<file path="config.mk">
export PLATFORM = sky130hd
export DESIGN_NAME = single_port_ram_sync_flat
export DESIGN_NICKNAME = d
export VERILOG_FILES = /design/src/rtl/single_port_ram_sync_if.sv /design/src/rtl/single_port_ram_sync.sv /design/src/flat_wrapper.sv
export SDC_FILE = /design/constraint.sdc
export NUM_CORES = 1
export LEC_CHECK = 0
export CAP_MARGIN = 10
export CORE_MARGIN = 5
export CORE_UTILIZATION = 35
export DETAILED_ROUTE_END_ITERATION = 8
export PLACE_DENSITY = 0.6
export RECOVER_POWER = 25
export SKIP_CTS_REPAIR_TIMING = 1
export SLEW_MARGIN = 20
export SYNTH_ARGS = -nofsm -noshare
export SYNTH_HDL_FRONTEND = slang
export SYNTH_SLANG_ARGS = --single-unit
</file>
<file path="constraint.sdc">
create_clock -name clk -period 2.6 [get_ports clk]
set_input_delay 0.26 -clock clk [delete_from_list [all_inputs] [get_ports clk]]
set_output_delay 0.26 -clock clk [all_outputs]
set_load 0.01 [all_outputs]
</file>
<file path="src/rtl/single_port_ram_sync_if.sv">
// Bus bundle for single_port_ram_sync: shared address, write data/enable and registered read data.
// With SPRAM_PARITY_EN defined the bundle also carries parity_inj and perr.
interface single_port_ram_sync_if #(
  parameter int DATA_WIDTH = 8,
  parameter int ADDR_WIDTH = 6
);
  logic [DATA_WIDTH-1:0] data;
  logic [ADDR_WIDTH-1:0] addr;
  logic                  we;
  logic [DATA_WIDTH-1:0] q;
`ifdef SPRAM_PARITY_EN
  logic                  parity_inj;
  logic                  perr;

  modport master (output data, output addr, output we, output parity_inj,
                  input q, input perr);
  modport slave  (input data, input addr, input we, input parity_inj,
                  output q, output perr);
`else
  modport master (output data, output addr, output we, input q);
  modport slave  (input data, input addr, input we, output q);
`endif
endinterface

</file>
<file path="src/rtl/single_port_ram_sync.sv">
// Synchronous single-port write-first RAM with a registered read port.
// Optional per-word even parity with error injection when SPRAM_PARITY_EN is defined.
module single_port_ram_sync #(
  parameter int DATA_WIDTH = 8,
  parameter int ADDR_WIDTH = 6,
  parameter int DEPTH      = 2**ADDR_WIDTH
) (
  input  logic                  clk,
  input  logic                  rst,
  single_port_ram_sync_if.slave bus
);

`ifdef SPRAM_PARITY_EN
  localparam int WORD_W = DATA_WIDTH + 1;
`else
  localparam int WORD_W = DATA_WIDTH;
`endif
  localparam int IDX_W = (DEPTH > 1) ? $clog2(DEPTH) : 1;
  localparam logic [ADDR_WIDTH:0] DEPTH_L = DEPTH[ADDR_WIDTH:0];

  // Zero-initialised so unwritten words never read back as X.
  logic [WORD_W-1:0]     mem [DEPTH] = '{default: '0};
  logic [DATA_WIDTH-1:0] q_q = '0;
  logic [DATA_WIDTH-1:0] q_d;

  logic              in_range;
  logic [IDX_W-1:0]  idx;
  logic [WORD_W-1:0] rd_word;
  logic [WORD_W-1:0] wr_word;
  logic              mem_we;

  assign in_range = ({1'b0, bus.addr} < DEPTH_L);
  assign idx      = bus.addr[IDX_W-1:0];
  assign rd_word  = mem[idx];
  assign mem_we   = !rst && bus.we && in_range;

`ifdef SPRAM_PARITY_EN
  logic perr_q = 1'b0;
  logic perr_d;

  // Stored parity bit makes the word's total XOR even; parity_inj flips it.
  assign wr_word = {(^bus.data) ^ bus.parity_inj, bus.data};

  always_comb begin
    perr_d = 1'b0;
    if (!bus.we && in_range) begin
      perr_d = rd_word[DATA_WIDTH] ^ (^rd_word[DATA_WIDTH-1:0]);
    end
  end

  always_ff @(posedge clk) begin
    if (rst) begin
      perr_q <= 1'b0;
    end else begin
      perr_q <= perr_d;
    end
  end

  assign bus.perr = perr_q;
`else
  assign wr_word = bus.data;
`endif

  // Write-first: a write also forwards its data to q; out-of-range reads return 0.
  always_comb begin
    q_d = '0;
    if (bus.we) begin
      q_d = bus.data;
    end else if (in_range) begin
      q_d = rd_word[DATA_WIDTH-1:0];
    end
  end

  always_ff @(posedge clk) begin
    if (rst) begin
      q_q <= '0;
    end else begin
      q_q <= q_d;
    end
  end

  always_ff @(posedge clk) begin
    if (mem_we) begin
      mem[idx] <= wr_word;
    end
  end

  assign bus.q = q_q;

endmodule

</file>
<file path="src/flat_wrapper.sv">
// flat-port wrapper written by rule: the top's interface ports become plain ports
module single_port_ram_sync_flat 
#(
  parameter int DATA_WIDTH = 8,
  parameter int ADDR_WIDTH = 6,
  parameter int DEPTH      = 2**ADDR_WIDTH
)
  (clk, rst, bus_data, bus_addr, bus_we, bus_q);
  single_port_ram_sync_if #(.DATA_WIDTH(DATA_WIDTH), .ADDR_WIDTH(ADDR_WIDTH)) bus_i ();
  input  logic clk;
  input  logic rst;
  input wire logic [$bits(bus_i.data)-1:0] bus_data;
  input wire logic [$bits(bus_i.addr)-1:0] bus_addr;
  input wire logic [$bits(bus_i.we)-1:0] bus_we;
  output wire logic [$bits(bus_i.q)-1:0] bus_q;
  assign bus_i.data = bus_data;
  assign bus_i.addr = bus_addr;
  assign bus_i.we = bus_we;
  assign bus_q = bus_i.q;
  single_port_ram_sync #(.DATA_WIDTH(DATA_WIDTH), .ADDR_WIDTH(ADDR_WIDTH), .DEPTH(DEPTH)) u_core (.clk(clk), .rst(rst), .bus(bus_i));
endmodule
</file>
Yosys cells after proc, flatten, opt, wreduce, memory -nomap -nowiden
Memory sizes are Yosys's and may differ from the RTL's. A register that Yosys moved wholly into a read port is not among the register bits.
Index checks and enable logic that the tools add are counted.
{ "totals": {"register_bits": 0, "inputBits": 17, "out_inout_bits": 8, "wordCells": 5, "mem_bits_rw": 512, "memories": 1} }
{ "op_classes": {"reduce_logical": 2, "n_mux": 2} }
{ "mem_list": {"columns": ["memory", "words", "width", "read_ports", "rd_ports_with_merged_regs", "write_ports", "line_no", "source"], "rows": [
  ["u_core.mem", 64, 8, 1, 1, 1, "single_port_ram_sync.sv:22", "logic [WORD_W-1:0] mem [DEPTH] = '{default: '0};"]
]} }
{ "ops": {"columns": ["op", "count"], "rows": [
  ["1-bit 2-to-1 mux", 2],
  ["1-bit logical AND", 1],
  ["1-bit logical NOT", 1]
]} }

Logic depth before layout (Yosys ltp)
{ "logic_depth": {"word_depth": 4, "depth_mapped": 10, "mapped_depth_nobuf": 6} }

Least setup slack after synthesis
Ideal clock, no wire load.
{ "synth_path": {"kind": "input to register", "startpoint": "input bus_addr[1]", "endpoint": "memory u_core.mem[15][0] in the netlist's numbering, enable pin", "t_required_ns": 2.230, "n_path_buf": 3, "slack_ns": 0.475, "arrival_time_ns": 1.754, "stages": 7, "setup_ns": 0.370, "path_cell_list": "buf_2 -> buf_2 -> buf_2 -> nand2_1 -> nor2_1 -> nand2_1 -> nor2_1"} }
{ "synth_rtl": {"columns": ["element", "line_no", "source"], "rows": [
  ["start: declaration", "flat_wrapper.sv:13", "input wire logic [$bits(bus_i.addr)-1:0] bus_addr;"],
  ["end: declaration", "single_port_ram_sync.sv:22", null]
]} }
No word-level cell before the write port.

==> results.py <==
metrics = {
    "detailed_routing": {
        "remaining_drc_errors": 0,
        "initialDrtViolationCount": 1348,
        "vias_per_cell": 5.50,
        "drt_pre_antenna_iters": 5,
        "wirelength_mm": 60.1,
        "via_count": 12054,
        "wl_per_cell_um": 27.4,
        "drtAntennaViolNets": 0,
    },
    "die": {
        "die_w_um": 253,
        "pin_count": 25,
        "initial_utilization_pct": 35.1,
        "row_count": 89,
        "core_region_area_um2": 58700,
        "chipHeight_um": 253,
        "die-area_um2": 63800,
    },
    "place": {
        "detailed_place_hpwl_mm": 39.6,
        "placer_s_final_routability_congestion_estimate": 0.906,
        "place_worst_setup_slack_ns": -0.425,
        "buffer_ports.inserted": 24,
    },
    "yosys": {
        "ys.warnings.count": 0,
        "post_synthesis_cell_type_with_the_largest_combined_area": "edfxtp_1",
        "distinct_cells_synth": 66,
        "ys_seq_area_share_pct": 75.4,
        "yosys.area.top_type_share_pct": 74.6,
        "post_synth_instance_area_um2": 20600,
        "yosys_register_bits": 520,
        "synth_area_leaders": "edfxtp_1 (75%), mux2i_1 (3.6%), mux2_2 (2.3%)",
        "post_synth.cell_area_avg_um2": 17.2,
        "synth_top_cells_by_count": "edfxtp_1 (512), nor2_1 (101), mux2i_1 (74)",
        "post_synth_net_total": 1213,
        "synth_enable_flop_cells": 512,
        "most_frequently_used_cell_type_in_the_post_synthesis_netlist": "edfxtp_1",
        "synth-main-ff-cell": "edfxtp_1",
        "synth-async-reset-ratio_pct": 0,
        "synth_cells": 1196,
    },
    "min_path": {
        "holdCritPathClass": "in2reg",
    },
    "clock_tree": {
        "tritoncts_clock_tree": "built",
        "tritoncts_buffer_count": 53,
        "clock_pin_slew_worst_setup_and_hold_paths_ns": 0.06,
        "cts.path.max_buffers": 3,
        "worst_skew_pair.late_latency_ns": 0.61,
        "htree_num_levels": 2,
        "clockRootBuffer": "clkbuf_16",
        "tritoncts_num_sinks": 520,
    },
    "timing": {
        "layout_min_cycle_time_ns": 2.51,
        "min_period_over_period_pct": 96.5,
        "worst-slew-pin-transition_ns": 1.92,
        "slew_headroom_pct": -28.3,
        "worst_slack_ns": 0.0910,
        "final-hold-violation-count": 0,
        "setup-violations-final": 0,
        "rsz_0062_raised_after_global_routing": "false",
        "maxClockFrequency_ghz": 0.399,
        "skew_ns": 0.0133,
        "slew_violations": 220,
    },
    "pwr": {
        "power_per_cell_area_nw_per_um2": 743,
        "report.power.total_mw": 18.3,
        "vdd_drop_max_uv": 477,
        "total_leakage_power_nw": 8.19,
    },
    "setup_path": {
        "crit_slowest_cell": "mux4_1",
        "cp_data_arrival_time_ns": 2.99,
        "worst_setup_path_end_kind": "flop",
        "r2r_setup_slack_ns": 0.09,
        "crit_chain": "mux4_1 > nand2_1 > a21oi_1 > a311oi_1 > o2111ai_1 > o31a_1",
        "cp-start-kind": "flop",
        "critPathMaxStageDelay_ns": 0.54,
        "crit_path_max_fanout": 1,
        "crit_path_category": "reg2reg",
        "cp.required_ns": 3.08,
    },
    "global_route": {
        "pin_count_of_the_biggest_net_entering_global_routing": 42,
        "grt_pass1_wl_mm": 86.9,
        "grt_most_used_layer": "met2",
        "grt_util_met1_pct": 26.3,
        "gr-usage-met2_pct": 28.5,
        "antenna_found_initial": 4,
        "grt_pass1_vias": 12197,
        "globalRouteMet3Util_pct": 4.91,
        "global_route.usage.total_pct": 18.5,
        "grt_remaining_overflow": 0,
    },
    "cells_and_area": {
        "syn_to_final_growth_pct": 19.4,
        "finalCoreUtilization_pct": 41.9,
        "drive_gt1_share_pct": 24.5,
        "num-nets-final": 1393,
        "nFillCells": 5213,
    },
    "run_status": {
        "violations": "capacitance limit, slew limit",
        "run_status": "finished with violations",
    },
    "flow_run": {
        "max_cap_viol_count": 7,
    },
}
## flip-flops by register name (all words and copies together) (netlist names)
| signal | count |
|---|---|
| u_core.bus.q | 8 |
| u_core.mem | 512 |
## critical path: cells and delay by family, from the launching register on
kind,cells,cell delay (ns)
AOI/OAI and AO/OA,4,1.39
muxes,1,0.54
DFF,1,0.37
and+or+nand+nor,1,0.09
## cell families (layout without fill, tap and decap cells)
| group | count (synthesis) | count (layout) | share of synthesized area (%) |
|---|---|---|---|
| AOI/OAI and AO/OA | 255 | 255 | 9.13 |
| buffers and inverters | 91 | 314 | 2.76 |
| DFF | 520 | 520 | 75.4 |
| muxes | 142 | 142 | 8.69 |
| other | 0 | 1 | 0 |
| and+or+nand+nor | 188 | 188 | 4.04 |
## report_power, final
group / switching (mW) / internal [mW]
Sequential: 0.0240 / 9.25
Clock: 3.23 / 4.66
Combinational: 0.718 / 0.398
Total: 3.97 / 14.3
## metal layers
metal	routed length, um	share of wire [%]
met5	34	0.057
met4	1600	2.7
met3	5270	8.8
met2	27500	46
met1	25800	43
## worst paths after layout
| kind | depth (start not counted) | endpoint | from |
|---|---|---|---|
| worst max-delay path | 6 | u_core.bus.q[3] | u_core.mem[49][3] |
| worst min-delay path | 5 | u_core.bus.q[1] | bus_addr[1] |
| worst max register to register | 6 | u_core.bus.q[3] | u_core.mem[49][3] |
| worst min register to register | 3 | u_core.bus.q[1] | u_core.mem[39][1] |
## final cells by class
class | count | area, um2 | area share, %
Antenna cell | 1 | 2.50 | 0.0102
Clock buffer | 64 | 1450 | 5.90
Clock inverter | 34 | 360 | 1.47
Inverter | 8 | 30.0 | 0.122
Multi-Input combinational cell | 585 | 4510 | 18.3
Sequential cell | 520 | 15500 | 63.2
Tap cell | 773 | 967 | 3.93
Timing Repair Buffer | 208 | 1740 | 7.07
## cell usage in the layout, fill, tap and decap left out, types with 6 or more instances in the layout
master           count
clkbuf_16           55
o22ai_1             13
mux2i_1             74
a31oi_1              9
edfxtp_1           512
a311oi_1             6
mux2_2              43
inv_1                8
clkinv_1             8
mux4_2              18
dfxtp_1              8
buf_12              14
nand3_1             12
buf_4              167
nand2_1             36
a221oi_1            54
bufinv_16            7
a22o_1              18
nor2_1              99
a21oi_1             39
clkdlybuf4s50_1     13
a22oi_1             48
clkinv_2            11
clkbuf_1            15
o21ai_0             28
## metrics by stage
stage	cells	hold WS (ns)	setup TNS (ns)	cell area [um2]
2_1_floorplan	1196	0.359	0	20600
3_3_place_gp	2093	0.532	-0.635	22800
3_5_place_dp	2093	0.537	-0.649	22800
4_1_cts	2191	-0.106	0	24600
5_1_grt	2192	0.349	0	24600
6_report	2193	0.303	0	24600
No activity file was read; power rests on OpenSTA's default activity.
